--- src/rtl/usart_tx_arbiter_if.sv ---
// Requester and USART TX-writer signal bundle for usart_tx_arbiter.
// master = arbiter side, slave = requesters plus USART side.
interface usart_tx_arbiter_if #(
   parameter int unsigned NUM_REQ    = 4,
   parameter int unsigned MSG_LENGTH = 48
);
   logic [NUM_REQ-1:0]            req_valid;
   logic [NUM_REQ*MSG_LENGTH-1:0] req_data;
   logic [NUM_REQ-1:0]            req_grant;
   logic [NUM_REQ-1:0]            req_done;
   logic                          tx_ready;
   logic                          tx_valid;
   logic [MSG_LENGTH-1:0]         tx_data;
   logic                          busy;
   logic                          timeout_err;

   modport master (
      input  req_valid, req_data, tx_ready,
      output req_grant, req_done, tx_valid, tx_data, busy, timeout_err
   );

   modport slave (
      output req_valid, req_data, tx_ready,
      input  req_grant, req_done, tx_valid, tx_data, busy, timeout_err
   );
endinterface

--- src/rtl/usart_tx_arbiter.sv ---
// Round-robin arbiter sharing one USART TX writer between NUM_REQ requesters.
// Optional watchdog abort compiled in with `define USART_TX_ARB_WATCHDOG_EN.
module usart_tx_arbiter #(
   parameter int unsigned NUM_REQ        = 4,
   parameter int unsigned MSG_LENGTH     = 48,
   parameter int unsigned TIMEOUT_CYCLES = 1024
) (
   input logic                clk,
   input logic                rsnt,
   usart_tx_arbiter_if.master bus
);
   localparam int unsigned PTR_W = (NUM_REQ > 1) ? $clog2(NUM_REQ) : 1;

   typedef enum logic [1:0] {
      ST_IDLE      = 2'd0,
      ST_SEND      = 2'd1,
      ST_WAIT_DONE = 2'd2
   } state_e;

   state_e                  state_q, state_d;
   logic [NUM_REQ-1:0]      grant_q, grant_d;
   logic [NUM_REQ-1:0]      done_q, done_d;
   logic                    tx_valid_q, tx_valid_d;
   logic [MSG_LENGTH-1:0]   tx_data_q, tx_data_d;
   logic                    busy_q, busy_d;
   logic [PTR_W-1:0]        last_ptr_q, last_ptr_d;
   logic [PTR_W-1:0]        owner_q, owner_d;

   logic                    win_found_c;
   logic [PTR_W-1:0]        win_idx_c;
   logic [PTR_W-1:0]        scan_idx_c;

`ifdef USART_TX_ARB_WATCHDOG_EN
   localparam int unsigned WD_W = $clog2(TIMEOUT_CYCLES + 1);

   logic [WD_W-1:0] wd_cnt_q, wd_cnt_d;
   logic            timeout_err_q, timeout_err_d;
   logic            wd_expired_c;

   // Abort lands on the edge the counter would reach TIMEOUT_CYCLES.
   assign wd_expired_c = (wd_cnt_q == WD_W'(TIMEOUT_CYCLES - 1));
`endif

   // First pending requester after the last owner wins.
   always_comb begin
      win_found_c = 1'b0;
      win_idx_c   = '0;
      scan_idx_c  = '0;
      for (int unsigned k = 1; k <= NUM_REQ; k++) begin
         scan_idx_c = PTR_W'((32'(last_ptr_q) + k) % NUM_REQ);
         if (!win_found_c && bus.req_valid[scan_idx_c]) begin
            win_found_c = 1'b1;
            win_idx_c   = scan_idx_c;
         end
      end
   end

   always_comb begin
      state_d    = state_q;
      grant_d    = grant_q;
      done_d     = '0;
      tx_valid_d = tx_valid_q;
      tx_data_d  = tx_data_q;
      busy_d     = busy_q;
      last_ptr_d = last_ptr_q;
      owner_d    = owner_q;
`ifdef USART_TX_ARB_WATCHDOG_EN
      timeout_err_d = 1'b0;
      wd_cnt_d      = '0;
`endif

      case (state_q)
         ST_IDLE: begin
            if (bus.tx_ready && win_found_c) begin
               state_d    = ST_SEND;
               grant_d    = NUM_REQ'(1) << win_idx_c;
               tx_data_d  = bus.req_data[32'(win_idx_c)*MSG_LENGTH +: MSG_LENGTH];
               tx_valid_d = 1'b1;
               busy_d     = 1'b1;
               owner_d    = win_idx_c;
            end
         end
         ST_SEND: begin
            // Ready dropping means the USART has taken the frame.
            if (!bus.tx_ready) begin
               tx_valid_d = 1'b0;
               state_d    = ST_WAIT_DONE;
            end
         end
         ST_WAIT_DONE: begin
            if (bus.tx_ready) begin
               state_d    = ST_IDLE;
               grant_d    = '0;
               done_d     = NUM_REQ'(1) << owner_q;
               last_ptr_d = owner_q;
               busy_d     = 1'b0;
            end
         end
         default: begin
            state_d    = ST_IDLE;
            grant_d    = '0;
            tx_valid_d = 1'b0;
            tx_data_d  = '0;
            busy_d     = 1'b0;
         end
      endcase

`ifdef USART_TX_ARB_WATCHDOG_EN
      // A normal handshake step on the same edge takes precedence over the abort.
      if (wd_expired_c && (state_d == state_q) &&
          ((state_q == ST_SEND) || (state_q == ST_WAIT_DONE))) begin
         state_d       = ST_IDLE;
         grant_d       = '0;
         tx_valid_d    = 1'b0;
         done_d        = NUM_REQ'(1) << owner_q;
         last_ptr_d    = owner_q;
         busy_d        = 1'b0;
         timeout_err_d = 1'b1;
      end

      if ((state_d == state_q) &&
          ((state_q == ST_SEND) || (state_q == ST_WAIT_DONE))) begin
         wd_cnt_d = wd_cnt_q + WD_W'(1);
      end
`endif
   end

   always_ff @(posedge clk or negedge rsnt) begin
      if (!rsnt) begin
         state_q    <= ST_IDLE;
         grant_q    <= '0;
         done_q     <= '0;
         tx_valid_q <= 1'b0;
         tx_data_q  <= '0;
         busy_q     <= 1'b0;
         last_ptr_q <= PTR_W'(NUM_REQ - 1);
         owner_q    <= '0;
`ifdef USART_TX_ARB_WATCHDOG_EN
         timeout_err_q <= 1'b0;
         wd_cnt_q      <= '0;
`endif
      end else begin
         state_q    <= state_d;
         grant_q    <= grant_d;
         done_q     <= done_d;
         tx_valid_q <= tx_valid_d;
         tx_data_q  <= tx_data_d;
         busy_q     <= busy_d;
         last_ptr_q <= last_ptr_d;
         owner_q    <= owner_d;
`ifdef USART_TX_ARB_WATCHDOG_EN
         timeout_err_q <= timeout_err_d;
         wd_cnt_q      <= wd_cnt_d;
`endif
      end
   end

   assign bus.req_grant = grant_q;
   assign bus.req_done  = done_q;
   assign bus.tx_valid  = tx_valid_q;
   assign bus.tx_data   = tx_data_q;
   assign bus.busy      = busy_q;
`ifdef USART_TX_ARB_WATCHDOG_EN
   assign bus.timeout_err = timeout_err_q;
`else
   assign bus.timeout_err = 1'b0;
`endif

endmodule

--- src/flat_wrapper.sv ---
// flat-port wrapper written by rule: the top's interface ports become plain ports
module usart_tx_arbiter_flat 
#(
   parameter int unsigned NUM_REQ        = 4,
   parameter int unsigned MSG_LENGTH     = 48,
   parameter int unsigned TIMEOUT_CYCLES = 1024
)
  (clk, rsnt, bus_req_valid, bus_req_data, bus_tx_ready, bus_req_grant, bus_req_done, bus_tx_valid, bus_tx_data, bus_busy, bus_timeout_err);
  usart_tx_arbiter_if #(.NUM_REQ(NUM_REQ), .MSG_LENGTH(MSG_LENGTH)) bus_i ();
  input logic clk;
  input logic rsnt;
  input wire logic [$bits(bus_i.req_valid)-1:0] bus_req_valid;
  input wire logic [$bits(bus_i.req_data)-1:0] bus_req_data;
  input wire logic [$bits(bus_i.tx_ready)-1:0] bus_tx_ready;
  output wire logic [$bits(bus_i.req_grant)-1:0] bus_req_grant;
  output wire logic [$bits(bus_i.req_done)-1:0] bus_req_done;
  output wire logic [$bits(bus_i.tx_valid)-1:0] bus_tx_valid;
  output wire logic [$bits(bus_i.tx_data)-1:0] bus_tx_data;
  output wire logic [$bits(bus_i.busy)-1:0] bus_busy;
  output wire logic [$bits(bus_i.timeout_err)-1:0] bus_timeout_err;
  assign bus_i.req_valid = bus_req_valid;
  assign bus_i.req_data = bus_req_data;
  assign bus_i.tx_ready = bus_tx_ready;
  assign bus_req_grant = bus_i.req_grant;
  assign bus_req_done = bus_i.req_done;
  assign bus_tx_valid = bus_i.tx_valid;
  assign bus_tx_data = bus_i.tx_data;
  assign bus_busy = bus_i.busy;
  assign bus_timeout_err = bus_i.timeout_err;
  usart_tx_arbiter #(.NUM_REQ(NUM_REQ), .MSG_LENGTH(MSG_LENGTH), .TIMEOUT_CYCLES(TIMEOUT_CYCLES)) u_core (.clk(clk), .rsnt(rsnt), .bus(bus_i));
endmodule
--- config.mk ---
export PLATFORM = sky130hd
export DESIGN_NAME = usart_tx_arbiter_flat
export DESIGN_NICKNAME = d
export VERILOG_FILES = /design/src/rtl/usart_tx_arbiter_if.sv /design/src/rtl/usart_tx_arbiter.sv /design/src/flat_wrapper.sv
export SDC_FILE = /design/constraint.sdc
export NUM_CORES = 1
export LEC_CHECK = 0
export BUFFER_PORTS_ARGS = -buffer_cell sky130_fd_sc_hd__buf_2
export CAP_MARGIN = 20
export CORE_AREA = 2 2 147 106
export DETAILED_ROUTE_END_ITERATION = 7
export DIE_AREA = 0 0 149 108
export GPL_TIMING_DRIVEN = 0
export PLACE_DENSITY_LB_ADDON = 0.12
export SYNTH_ARGS = -nofsm -noshare
export SYNTH_HDL_FRONTEND = slang
export SYNTH_SLANG_ARGS = --single-unit
export TNS_END_PERCENT = 30
--- constraint.sdc ---
create_clock -name clk -period 2.47 [get_ports clk]
set_clock_uncertainty 0.1 [all_clocks]
set_input_delay 0.247 -clock clk [delete_from_list [all_inputs] [get_ports clk]]
set_output_delay 0.247 -clock clk [all_outputs]
set_load 0.1 [all_outputs]
==> impl_metrics.ini <==
[critical_path]
worstSetupStartpointType = register
crit_required_ns = 2.61
criticalPathCategory = reg2reg
cp_data_arrival_time_ns = 2.43
end_kind = register
critPathMaxFanout = 10

[clock_tree]
cts_made_buffers = 9
clk_pin_slew_ns = 0.05
cts_root_buf = clkbuf_16
clk_latency_ns = 0.32
cts_htree_levels = 3
cts_buffer_depth = 2
cts.sinks = 64
cts_tree = yes

[logic_synthesis]
ys_seq_elements = 64
ys_top_cells_by_area = dfrtp_1, a221oi_1, a22o_1, nand2_1, o21ai_0
netlist.area_leader.share_pct = 43.2
syn_area_sq_um = 3590
muxShareOfSynthArea_pct = 0.627
synth_top_flop_cell = dfrtp_1
async_reset_ff_share_pct = 100
synth_compound_area_share_pct = 36.2
synthCells = 381
synth-xor-area-share_pct = 0.453
synth-edff-count = 0
syn_avg_cell_area_sq_um = 9.43
synthAdderAreaFrac_pct = 1.39
ys.warnings.count = 0
synth_top_family_by_area = compound AO/OA/AOI/OAI gates
synthSimpleGateAreaFrac_pct = 9.62
seq_area_frac_synth_pct = 44.7
synth_cell_types = 37
synth_nets = 584
yosys.area.top_type = dfrtp_1

[timing]
layout_setup_ws_ns = 0.180
setup_violations = 0
fin_crit_ns = 2.29
post-route-period-util_pct = 92.7
finalHoldViolCount = 0
setup_tns_ns = 0
fmax_mhz = 437
slew_headroom_pct = 43.3
worstMarginPinSlew_ns = 0.850
fin_hold_ws_ns = 0.104
slew_viol_final = 0
rsz0062_at_grt = false

[global_route]
grt_max_degree = 65
met2_usage_pct = 27.6
use_met3_pct = 5.40
grt_busiest_layer = met2
grt_pass1_wl_microns = 20800
antenna_found_initial = 1
gr-total-overflow = 0
use_met1_pct = 21.7
grt_pass1_vias = 3983
track_usage_pct = 16.7

[die]
pin_count = 258
dieArea_sq_um = 16100
initial_core_util_pct = 24.7
coreArea_sq_um = 14500
die_y_microns = 108
fp-row-count = 37
die_width_microns = 149

[drt]
drc = 0
first_pass_iters = 4
wl_microns = 13900
wl_per_cell_microns = 16.5
drt-vias-per-instance = 4.80
ant_nets = 0
drt-initial-drc-count = 165
vias = 4058

[place]
dp.cells = 828
place_ws_ns = -0.0166
place.detailed.hpwl_microns = 10900
io_buffers = 252
routabilityCongestion = 0.748

[layout]
instances_no_fill = 845
diodes = 0
fillers = 1511
area_delta_synth_final_pct = 51.3
final_nets = 848
drive_gt1_share_pct = 46.5

[run]
maxCapViolCount = 0

[status]
status = finished, final reports clean

[power_and_ir_drop]
p_per_area_nw_per_um2 = 1300
power.leakage_nw = 2.82
ir_worst_vdd_v = 0.000401

[hold_path]
hold_class = in2reg
[worst max-delay path: stages (launching register included)]
cell and delay [ns]:
dfstp_2 0.51, buf_4 0.16, xor2_2 0.23, o211a_1 0.30, buf_2 0.30, buf_2 0.29
a221oi_1 0.14, o21ai_0 0.16
[cell usage after synthesis (2+ instances only)]
master	instances
nand2_1	68
dfrtp_1	62
a221oi_1	48
a22o_1	48
o21ai_0	44
buf_2	15
o21ai_1	15
clkbuf_1	11
inv_1	10
a21oi_1	7
buf_4	7
nor2_1	6
ha_1	4
a21o_1	3
buf_6	3
nand3_1	3
nor3_1	3
clkbuf_2	2
dfstp_2	2
mux2_2	2
o211a_1	2
[cell usage in the layout (no fill, tap or decap), types with 6 or more instances in the layout]
| cell | count |
|---|---|
| buf_2 | 266 |
| buf_4 | 8 |
| o21ai_0 | 44 |
| nor2_1 | 6 |
| inv_1 | 10 |
| nand2_1 | 68 |
| a22o_1 | 48 |
| o21ai_1 | 15 |
| dfrtp_1 | 62 |
| clkbuf_1 | 13 |
| a221oi_1 | 48 |
| a21oi_1 | 7 |
| clkbuf_16 | 9 |
[through the flow]
| step | instance area, sq um | utilization, % | power, mW |
|---|---|---|---|
| after floorplan | 3590 | - | 4.74 |
| after global placement | 5100 | 35.1 | 5.71 |
| after detailed placement | 5100 | 35.1 | 5.75 |
| after CTS | 5430 | 37.4 | 7.15 |
| after global routing | 5430 | 37.4 | 7.49 |
| final | 5430 | 37.4 | 7.04 |
[worst paths after layout]
path	startpoint	endpoint	slack [ns]	depth (start not counted)
setup / recovery	u_core.last_ptr_q[1]	u_core.bus.tx_data[24]	0.18	7
hold / removal	bus_req_data[172]	u_core.bus.tx_data[28]	0.10	3
setup reg to reg	u_core.last_ptr_q[1]	u_core.bus.tx_data[24]	0.18	7
hold reg to reg	u_core.bus.tx_data[8]	u_core.bus.tx_data[8]	0.37	2
max in group asynchronous	rsnt	u_core.bus.tx_data[15]	1.25	2
min in group asynchronous	rsnt	u_core.bus.req_done[1]	0.47	2
[what timing repair did]
item                                    4_1_cts  5_1_grt
hold buffers                                  1        0
gates resized for setup                       1        2
endpoints found under the setup margin        8        1
buffers inserted                              0        0
hold endpoints to repair                     62        0
cloned                                        0        0
[layer usage]
layer	wire length [microns]	vias to the layer above
met3	1250	8
met2	6500	168
met1	6100	1909
met4	88	0
met5	0	-
li1	-	1973
[kinds of logic after synthesis]
kind of cell | after synthesis
mux | 2
buf+inv | 48
compound gates | 176
other cells | 1
simple gates | 85
flops | 64
fa+ha+maj | 4
xor+xnor | 1
[registers in the layout, summed over array words and instances (netlist names)]
| name | flops |
|---|---|
| u_core.bus.tx_data | 48 |
| u_core.bus.busy | 1 |
| u_core.bus.req_grant | 4 |
| u_core.bus.req_done | 4 |
| u_core.last_ptr_q | 2 |
| u_core.bus.tx_valid | 1 |
| u_core.owner_q | 2 |
| u_core.state_q | 2 |
[cell type report]
class | instances | area, sq um | area share, %
plain buffers | 38 | 214 | 3.94
multi-input cells | 269 | 1740 | 32.1
flip-flops and latches | 64 | 1600 | 29.5
well taps | 195 | 244 | 4.49
clock buffers | 13 | 250 | 4.61
clock inverters | 3 | 65.1 | 1.20
inverters | 10 | 37.5 | 0.691
repair buffers | 253 | 1270 | 23.5
[power breakdown]
part,internal [mW],total (mW),switching (mW)
clock network,0.910,1.35,0.441
registers,1.35,1.50,0.153
logic,1.06,4.19,3.13
Note: power is estimated with default switching activity, not from simulation.
